$ cat config.mk
export PLATFORM = sky130hd
export DESIGN_NAME = rob_multi_commit
export DESIGN_NICKNAME = d
export VERILOG_FILES = /design/src/rtl/rob_multi_commit.sv
export SDC_FILE = /design/constraint.sdc
export NUM_CORES = 2
export LEC_CHECK = 0
export BUFFER_PORTS_ARGS = -buffer_cell sky130_fd_sc_hd__buf_2
export CAP_MARGIN = 20
export CORE_MARGIN = 2
export CORE_UTILIZATION = 45
export CTS_CLUSTER_DIAMETER = 150
export CTS_CLUSTER_SIZE = 8
export DETAILED_ROUTE_END_ITERATION = 10
export GPL_TIMING_DRIVEN = 1
export SLEW_MARGIN = 20
export SYNTH_ARGS = -nofsm -noshare
export SYNTH_HDL_FRONTEND = slang
export SYNTH_SLANG_ARGS = --single-unit
$ cat constraint.sdc
create_clock -name clk -period 6.8 [get_ports clk]
set_clock_uncertainty 0.2 [all_clocks]
set_input_delay 0.34 -clock clk [delete_from_list [all_inputs] [get_ports clk]]
set_output_delay 0.34 -clock clk [all_outputs]
set_load 0.02 [all_outputs]
$ cat src/rtl/rob_multi_commit.sv
// Reorder buffer with in-order allocation, multi-port out-of-order writeback
// and in-order multi-slot commit. Halts on the first excepting head entry.
module rob_multi_commit #(
    parameter int ROB_ADDR_SIZE     = 4,
    parameter int DEST_ADDR_SIZE    = 6,
    parameter int INS_TYPE_SIZE     = 2,
    parameter int EXCEPTION_ID_SIZE = 4,
    parameter int DATA_WIDTH        = 32,
    parameter int NUM_WB            = 2,
    parameter int COMMIT_WIDTH      = 2
) (
    input  logic                                  clk,
    input  logic                                  reset,
    input  logic                                  alloc_en,
    input  logic [DEST_ADDR_SIZE-1:0]             alloc_dest_addr,
    input  logic [INS_TYPE_SIZE-1:0]              alloc_ins_type,
    input  logic [EXCEPTION_ID_SIZE-1:0]          alloc_exception,
    output logic [ROB_ADDR_SIZE-1:0]              alloc_id,
    output logic                                  full,
    output logic [ROB_ADDR_SIZE:0]                count,
    input  logic [NUM_WB-1:0]                     wb_valid,
    input  logic [NUM_WB*ROB_ADDR_SIZE-1:0]       wb_rob_id,
    input  logic [NUM_WB*DATA_WIDTH-1:0]          wb_data,
    input  logic [NUM_WB*EXCEPTION_ID_SIZE-1:0]   wb_exception,
    output logic [COMMIT_WIDTH-1:0]               commit_valid,
    output logic [COMMIT_WIDTH*DEST_ADDR_SIZE-1:0] commit_dest_addr,
    output logic [COMMIT_WIDTH*INS_TYPE_SIZE-1:0] commit_ins_type,
    output logic [COMMIT_WIDTH*DATA_WIDTH-1:0]    commit_data,
    output logic                                  halt,
    output logic [EXCEPTION_ID_SIZE-1:0]          exception_id,
    output logic [ROB_ADDR_SIZE-1:0]              exception_rob_id
);

    localparam int DEPTH = 2 ** ROB_ADDR_SIZE;
    localparam logic [ROB_ADDR_SIZE:0] COUNT_ONE = 1;

    logic [DEPTH-1:0]             ent_valid;
    logic [DEPTH-1:0]             ent_finished;
    logic [EXCEPTION_ID_SIZE-1:0] ent_exception [DEPTH];
    logic [DEST_ADDR_SIZE-1:0]    ent_dest      [DEPTH];
    logic [INS_TYPE_SIZE-1:0]     ent_type      [DEPTH];
    logic [DATA_WIDTH-1:0]        ent_data      [DEPTH];

    logic [ROB_ADDR_SIZE-1:0]     head;
    logic [ROB_ADDR_SIZE-1:0]     tail;
    logic [ROB_ADDR_SIZE:0]       num_commit;
    logic                         scan_active;
    logic [ROB_ADDR_SIZE-1:0]     scan_idx;
    logic [NUM_WB-1:0]            wb_accept;
    logic                         alloc_fire;
    logic                         head_excepting;

    // Full and the allocation decision look only at the registered count,
    // so a same-cycle commit never frees a slot early.
    assign full       = (count == (ROB_ADDR_SIZE+1)'(DEPTH));
    assign alloc_id   = tail;
    assign alloc_fire = alloc_en & ~full & ~halt;

    assign head_excepting = ~halt & ent_valid[head] & ent_finished[head]
                          & (ent_exception[head] != '0);

    // Walk from the head and retire the unbroken run of clean finished entries.
    always_comb begin
        commit_valid     = '0;
        commit_dest_addr = '0;
        commit_ins_type  = '0;
        commit_data      = '0;
        num_commit       = '0;
        scan_active      = ~halt;
        scan_idx         = head;
        for (int k = 0; k < COMMIT_WIDTH; k++) begin
            scan_idx = head + ROB_ADDR_SIZE'(k);
            commit_dest_addr[k*DEST_ADDR_SIZE +: DEST_ADDR_SIZE] = ent_dest[scan_idx];
            commit_ins_type[k*INS_TYPE_SIZE +: INS_TYPE_SIZE]    = ent_type[scan_idx];
            commit_data[k*DATA_WIDTH +: DATA_WIDTH]              = ent_data[scan_idx];
            if (scan_active && ent_valid[scan_idx] && ent_finished[scan_idx]
                && (ent_exception[scan_idx] == '0)) begin
                commit_valid[k] = 1'b1;
                num_commit      = num_commit + COUNT_ONE;
            end else begin
                scan_active = 1'b0;
            end
        end
    end

    // A writeback is only accepted into a live entry that has not completed yet.
    always_comb begin
        wb_accept = '0;
        for (int p = 0; p < NUM_WB; p++) begin
            wb_accept[p] = wb_valid[p]
                & ent_valid[wb_rob_id[p*ROB_ADDR_SIZE +: ROB_ADDR_SIZE]]
                & ~ent_finished[wb_rob_id[p*ROB_ADDR_SIZE +: ROB_ADDR_SIZE]];
        end
    end

    // Control state: occupancy bits, pointers, count and the sticky halt.
    always_ff @(posedge clk or posedge reset) begin
        if (reset) begin
            ent_valid        <= '0;
            ent_finished     <= '0;
            head             <= '0;
            tail             <= '0;
            count            <= '0;
            halt             <= 1'b0;
            exception_id     <= '0;
            exception_rob_id <= '0;
        end else begin
            for (int k = 0; k < COMMIT_WIDTH; k++) begin
                if (commit_valid[k]) begin
                    ent_valid[head + ROB_ADDR_SIZE'(k)] <= 1'b0;
                end
            end
            for (int p = 0; p < NUM_WB; p++) begin
                if (wb_accept[p]) begin
                    ent_finished[wb_rob_id[p*ROB_ADDR_SIZE +: ROB_ADDR_SIZE]] <= 1'b1;
                end
            end
            if (alloc_fire) begin
                ent_valid[tail]    <= 1'b1;
                ent_finished[tail] <= (alloc_exception != '0);
            end
            head  <= head + num_commit[ROB_ADDR_SIZE-1:0];
            tail  <= tail + ROB_ADDR_SIZE'(alloc_fire);
            count <= count + (ROB_ADDR_SIZE+1)'(alloc_fire) - num_commit;
            if (head_excepting) begin
                halt             <= 1'b1;
                exception_id     <= ent_exception[head];
                exception_rob_id <= head;
            end
        end
    end

    // Payload storage; higher-index writeback ports are applied last and win.
    always_ff @(posedge clk) begin
        for (int p = 0; p < NUM_WB; p++) begin
            if (wb_accept[p]) begin
                ent_data[wb_rob_id[p*ROB_ADDR_SIZE +: ROB_ADDR_SIZE]] <=
                    wb_data[p*DATA_WIDTH +: DATA_WIDTH];
                ent_exception[wb_rob_id[p*ROB_ADDR_SIZE +: ROB_ADDR_SIZE]] <=
                    wb_exception[p*EXCEPTION_ID_SIZE +: EXCEPTION_ID_SIZE];
            end
        end
        if (alloc_fire) begin
            ent_dest[tail]      <= alloc_dest_addr;
            ent_type[tail]      <= alloc_ins_type;
            ent_exception[tail] <= alloc_exception;
            ent_data[tail]      <= '0;
        end
    end

endmodule

# --- Yosys cells after proc, flatten, opt, wreduce, memory -nomap -nowiden ---
# Memories as Yosys holds them, arrays and structs flattened.
# Cells that the tools add are included.
classes:
  div: 0
  add_sub_neg: 6
  eq_ne: 1
  bitwise_logic: 20
  shift: 0
  order_cmp: 10
  n_reduce_logical: 15
  mul: 0
  n_mux: 44
op_table:
  columns: ["cell", "n"]
  rows:
  - ["16-bit 2-to-1 mux", 6]
  - ["16-bit bitwise OR", 3]
  - ["16-bit AND", 2]
  - ["1-bit binary-select mux with 4-bit select", 8]
  - ["16-bit NOT", 2]
  - ["4-bit by 5-bit < comparator with 1-bit output (second input constant)", 5]
  - ["1-bit 2-to-1 mux", 23]
  - ["1-bit demux with 4-bit select", 5]
  - ["4-bit by 1-bit >= comparator with 1-bit output (second input constant)", 5]
  - ["16-bit bitwise mux", 1]
  - ["1-bit logical AND", 11]
  - ["1-bit AND", 9]
  - ["4-bit zero test", 2]
  - ["4-bit nonzero test", 2]
  - ["5-bit by 1-bit adder with 5-bit output", 1]
  - ["5-bit by 1-bit adder with 5-bit output (second input constant)", 1]
  - ["5-bit equality test (second input constant)", 1]
  - ["5-bit 2-to-1 mux", 1]
  - ["5-bit subtractor", 1]
  - ["4-bit by 1-bit adder with 4-bit output", 1]
  - ["4-bit by 1-bit adder with 4-bit output (second input constant)", 1]
  - ["4-bit adder", 1]
  - ["1-bit NOT", 4]
totals:
  rom_bits: 0
  ramBits: 704
  word_cells: 108
  output_inout_bits: 101
  inputBits: 97
  memories: 4
  reg_bits: 54
  latch_bits: 0
mem_list:
  columns: ["name", "words", "word_bits", "rd", "rd_clocked_by_memory_dff", "wr", "line_no", "rtl"]
  rows:
  - ["ent_data", 16, 32, 2, 0, 3, "42", "logic [DATA_WIDTH-1:0] ent_data [DEPTH];"]
  - ["ent_dest", 16, 6, 2, 0, 1, "40", "logic [DEST_ADDR_SIZE-1:0] ent_dest [DEPTH];"]
  - ["ent_exception", 16, 4, 2, 0, 3, "39", "logic [EXCEPTION_ID_SIZE-1:0] ent_exception [DEPTH];"]
  - ["ent_type", 16, 2, 2, 0, 1, "41", "logic [INS_TYPE_SIZE-1:0] ent_type [DEPTH];"]

# --- Longest topological paths before layout ---
logic_depth:
  word_depth: 13
  ltp_mapped: 23
  mapped_depth_nobuf: 17

# --- Worst setup path after synthesis ---
# No wires, ideal clock.
synth_timing:
  kind: "flip-flop to flip-flop"
  start: "register head[1]"
  end: "register count[4]"
  setup_time_ps: 123
  path_stages_with_launch: 24
  path_slack_ps: 1162
  period_less_slack_ps: 5638
  t_arrival_ps: 5315
  path_buffers: 7
  required_ps: 6477
  path_cell_list: "dfrtp_1 > buf_2 > buf_2 > clkbuf_1 > clkbuf_1 > inv_1 > ha_1 > clkbuf_1 > buf_1 > nand3_1 > nand3_1 > a2bb2oi_1 > nand4_1 > buf_2 > nor2_1 > ha_1 > ha_1 > inv_1 > ha_1 > fa_1 > a21oi_1 > nor2_1 > nor2_1 > xnor2_1"
synth_between:
  elab_chain_cells: 11
  elab_cells_between_ends: 23
  classes_between: "3 x add/sub; 11 x mux; 8 x reduce/logical; 1 x memory"
synth_rtl:
  columns: ["element", "line_no", "rtl"]
  rows:
  - ["from (decl)", "44", "logic [ROB_ADDR_SIZE-1:0] head;"]
  - ["from (signal assigned)", "122", "head <= head + num_commit[ROB_ADDR_SIZE-1:0];"]
  - ["branches (longest 9 deep; another with 5-bit by 1-bit adder with 5-bit output)", null, null]
  - ["5-bit 2-to-1 mux (*)", "76", "if (scan_active && ent_valid[scan_idx] && ent_finished[scan_idx]"]
  - ["5-bit subtractor (*)", "124", "count <= count + (ROB_ADDR_SIZE+1)'(alloc_fire) - num_commit;"]
  - ["to (signal assigned)", "124", null]
  - ["to (decl)", "20", "output logic [ROB_ADDR_SIZE:0] count,"]
# Every way passes the cells marked *. The select of a mux whose other input is x is not followed.
# A chain may end at the register's enable or synchronous reset.

# --- Worst setup path after layout ---
layout_timing:
  start: "register head[0]"
  end: "register count[4]"
# The elaborated chain is that of the path after synthesis.

==> results.py <==
metrics = {
    "setup_path": {
        "cp.depth": 15,
        "cp_top_family": "adder cells",
        "critPathSlowestCell": "sky130_fd_sc_hd__dfrtp_4",
        "kind_of_end_point_of_the_critical_path": "flip-flop",
        "cp_data_required_time_ps": 7210,
        "worst-endpoint-arrival_ps": 5780,
        "critPathMaxStageDelay_ps": 800,
        "path_cells": "inv_1, ha_4, buf_4, mux4_2, o21ai_1, nor2_1, ha_1, ha_1, inv_1, ha_1, fa_1, a21oi_1, nor2_1, nor2_1, xnor2_1",
        "crit_fanout": 36,
        "total_buffers_and_inverters_traversed_by_the_critical_path": 3,
        "ff2ff_path_depth": 15,
        "setup.worst_path.start_class": "flip-flop",
        "setup.worst_path.class": "reg -> reg",
    },
    "clock_network": {
        "post-cts-setup-buffer-count": 0,
        "clk_pin_slew_ps": 50,
        "cts_tree": "built",
        "cts.htree.levels": 3,
        "clkSinkCount": 758,
        "number_of_clock_buffers_inserted_by_tritoncts": 104,
        "clock_latency_ps": 690,
        "clock_tree.root_cell": "sky130_fd_sc_hd__clkbuf_16",
        "cts-root-to-sink-buffers": 3,
    },
    "placement": {
        "placement.io_buffers": 197,
        "dp.final_hpwl_mm": 86.3,
        "routability_congestion": 0.919,
        "dp.cells": 4839,
    },
    "routing": {
        "routed_wire_length_per_instance_um": 30.9,
        "antenna_violating_nets_left": 0,
        "drt_pass1_iterations": 6,
        "route.detailed.drc": 0,
        "vias": 33800,
        "drt_wl_total_mm": 157,
        "via_per_inst": 6.64,
        "drt_first_iter_violations": 3704,
    },
    "final_layout": {
        "finalNetCount": 3891,
        "multi_input_area_um2": 24600,
        "nFillCells": 8583,
        "layout_cells_sized_above_1": 0.238,
        "sequential_cell_area_um2": 17400,
        "layout.cells.non_filler": 5095,
        "layout-area-overhead-vs-synth_pct": 12.3,
    },
    "power": {
        "leakagePower_nw": 17.9,
        "report.power.total_mw": 21.1,
        "vdd_ir_drop_max_mv": 0.305,
        "power_density_cells_nw_per_um2": 430,
    },
    "timing": {
        "fin_setup_tns_ps": 0,
        "unrepaired_setup_endpoints_after_global_routing": "false",
        "final-hold-violation-count": 0,
        "final.hold.worst_slack_ps": 42.9,
        "max-slew-margin-rel": 0.210,
        "final.period_utilization": 0.789,
        "tightest_slew_ps": 1180,
        "layout_min_cycle_time_ps": 5370,
        "max_slew_violation_count": 0,
        "timing.final.setup_violations": 0,
        "fmax_mhz": 186,
    },
    "synthesis": {
        "share_of_synthesized_area_occupied_by_flip_flops_and_latches": 0.397,
        "synthDistinctLibCells": 61,
        "syn-mean-instance-area_um2": 11.7,
        "post_synthesis_async_set_or_reset_flop_share": 0.0712,
        "syn_nets": 3854,
        "post_synth_inst_count": 3739,
        "ys.warnings.count": 0,
        "syn_area_um2": 43700,
        "synth-seq-cells": 758,
        "number_of_synthesized_flops_with_an_enable_pin": 192,
        "ys.flop_type": "sky130_fd_sc_hd__dfxtp_1",
    },
    "die": {
        "core_area_um2": 96400,
        "floorplan.initialDensity": 0.453,
        "dieHeight_um": 316,
        "num_io_pins": 198,
        "dieArea_um2": 99600,
        "std_cell_rows": 114,
        "die_w_um": 316,
    },
    "worst_hold_path": {
        "whs_path_depth": 3,
        "worstHoldPathType": "in -> reg",
    },
    "status": {
        "status": "finished, final reports clean",
    },
    "global_routing": {
        "antenna_found_initial": 7,
        "global_route_wire_length_before_repair_mm": 229,
        "grt.overflow.total": 0,
        "grt_util_all_layers": 0.313,
        "grt_max_degree": 128,
        "first_global_vias": 33200,
    },
    "run": {
        "max_cap_viols": 0,
    },
}
==> report_power, final <==
| group | switching (mW) | internal [mW] | leakage [nW] | total, mW |
|---|---|---|---|---|
| Sequential | 1.18 | 6.19 | 6.61 | 7.37 |
| Combinational | 4.11 | 4.78 | 9.91 | 8.89 |
| Clock | 2.03 | 2.81 | 1.39 | 4.85 |
| Total | 7.32 | 13.8 | 17.9 | 21.1 |
==> synthesized netlist by cell type, drive strengths merged, types with 2 or more instances <==
master | count | share of area
a211o | 2 | 0.00040
a211oi | 513 | 0.091
a21o | 10 | 0.0017
a21oi | 23 | 0.0026
a22o | 2 | 0.00040
a22oi | 13 | 0.0022
a2bb2oi | 2 | 0.00040
a311oi | 3 | 0.00060
a32oi | 5 | 0.0010
and2 | 4 | 0.00057
buf | 214 | 0.027
clkbuf | 222 | 0.019
dfrtp | 54 | 0.031
dfxtp | 512 | 0.23
edfxtp | 192 | 0.13
fa | 2 | 0.00092
ha | 16 | 0.0046
inv | 23 | 0.0020
mux2i | 578 | 0.13
mux4 | 430 | 0.22
nand2 | 109 | 0.0098
nand2b | 21 | 0.0030
nand3 | 24 | 0.0027
nand3b | 4 | 0.00069
nand4 | 7 | 0.0010
nor2 | 538 | 0.047
nor2b | 9 | 0.0013
nor3 | 33 | 0.0041
nor3b | 7 | 0.0012
nor4 | 24 | 0.0036
o21ai | 82 | 0.0094
o22ai | 9 | 0.0013
o31ai | 10 | 0.0017
or2 | 22 | 0.0031
or3 | 2 | 0.00029
or3b | 2 | 0.00040
xnor2 | 5 | 0.0010
xor2 | 3 | 0.00060
==> kinds of logic after synthesis <==
| kind of cell | count (synthesis) | synth area share |
|---|---|---|
| xor gates and xnor gates | 8 | 0.00160 |
| muxes | 1009 | 0.354 |
| DFF | 758 | 0.397 |
| AOI/OAI and AO/OA | 679 | 0.114 |
| adders and majority gates | 18 | 0.00550 |
| buffers and inverters | 459 | 0.0479 |
| and+or+nand+nor | 808 | 0.0796 |
==> sequential cells by signal, indices dropped and copies added (netlist names), 5 cells and up <==
signal / cells
ent_exception: 64
ent_data: 512
ent_type: 32
count: 5
ent_valid: 16
ent_finished: 16
ent_dest: 96
==> area by class of cell <==
| type | count | share of cell area |
|---|---|---|
| Antenna cell | 2 | 0.000102 |
| Sequential cell | 758 | 0.354 |
| Tap cell | 1276 | 0.0325 |
| Multi-Input combinational cell | 2522 | 0.500 |
| Inverter | 23 | 0.00176 |
| Clock buffer | 142 | 0.0570 |
| Clock inverter | 5 | 0.00150 |
| Timing Repair Buffer | 367 | 0.0527 |
==> repair_timing <==
action	in CTS	in global routing
hold endpoints to repair	692	0
hold buffers	105	0
resized for setup	0	0
==> worst register-to-register path: stages, from the launching register on <==
cell	delay, ps
sky130_fd_sc_hd__dfrtp_4	800
sky130_fd_sc_hd__inv_1	280
sky130_fd_sc_hd__ha_4	420
sky130_fd_sc_hd__buf_4	520
sky130_fd_sc_hd__mux4_2	630
sky130_fd_sc_hd__o21ai_1	460
sky130_fd_sc_hd__nor2_1	150
sky130_fd_sc_hd__ha_1	360
sky130_fd_sc_hd__ha_1	290
sky130_fd_sc_hd__inv_1	40
sky130_fd_sc_hd__ha_1	200
sky130_fd_sc_hd__fa_1	470
sky130_fd_sc_hd__a21oi_1	170
sky130_fd_sc_hd__nor2_1	50
sky130_fd_sc_hd__nor2_1	110
sky130_fd_sc_hd__xnor2_1	120
==> worst paths after layout <==
kind / to / startpoint / slack (ps)
max: count[4]$_DFF_PP0_ / head[0]$_DFF_PP0_ / 1430
max in group asynchronous: head[1]$_DFF_PP0_ / reset / 5630
max reg2reg: count[4]$_DFF_PP0_ / head[0]$_DFF_PP0_ / 1430
min: ent_exception[2][3]$_DFFE_PP_ / alloc_exception[3] / 40
min reg2reg: exception_id[3]$_DFFE_PP0P_ / exception_id[3]$_DFFE_PP0P_ / 280
min in group asynchronous: count[4]$_DFF_PP0_ / reset / 200
==> metrics by stage <==
step	utilization	area, um^2	worst slack, ps
floorplan	-	43700	1160
global placement	0.468	45100	1510
detailed placement	0.468	45100	1430
CTS	0.509	49000	1400
global route	0.509	49100	951
finish	0.509	49100	1430
==> per-layer routing <==
layer  track usage  vias up  share of wire
met5             0        -        0.00037
met4         0.136       10          0.046
met2         0.502     1780           0.46
li1              -    14600              -
met1         0.415    17000           0.40
met3        0.0611      440          0.091
==> cell usage in the layout (no fill, tap or decap), types with 8 or more instances in the layout <==
cell type                         n
sky130_fd_sc_hd__mux2i_1        578
sky130_fd_sc_hd__nor2_1         516
sky130_fd_sc_hd__dfxtp_1        512
sky130_fd_sc_hd__a211oi_1       489
sky130_fd_sc_hd__mux4_2         430
sky130_fd_sc_hd__buf_2          197
sky130_fd_sc_hd__edfxtp_1       192
sky130_fd_sc_hd__clkbuf_16      106
sky130_fd_sc_hd__dlygate4sd3_1  105
sky130_fd_sc_hd__nand2_1        101
sky130_fd_sc_hd__o21ai_0         80
sky130_fd_sc_hd__buf_4           60
sky130_fd_sc_hd__dfrtp_1         50
sky130_fd_sc_hd__clkbuf_1        35
sky130_fd_sc_hd__nor3_1          25
sky130_fd_sc_hd__nand3_1         24
sky130_fd_sc_hd__a211oi_2        24
sky130_fd_sc_hd__a21oi_1         23
sky130_fd_sc_hd__inv_1           22
sky130_fd_sc_hd__nor4_1          22
sky130_fd_sc_hd__nand2b_1        21
sky130_fd_sc_hd__ha_1            15
sky130_fd_sc_hd__nor2_4          14
sky130_fd_sc_hd__or2_2           14
sky130_fd_sc_hd__a22oi_1         13
sky130_fd_sc_hd__o31ai_1         10
sky130_fd_sc_hd__nor2b_1          9
sky130_fd_sc_hd__o22ai_1          9
sky130_fd_sc_hd__a21o_4           8
sky130_fd_sc_hd__or2_4            8
sky130_fd_sc_hd__nand2_4          8
Note: power is estimated with default switching activity, not from simulation.
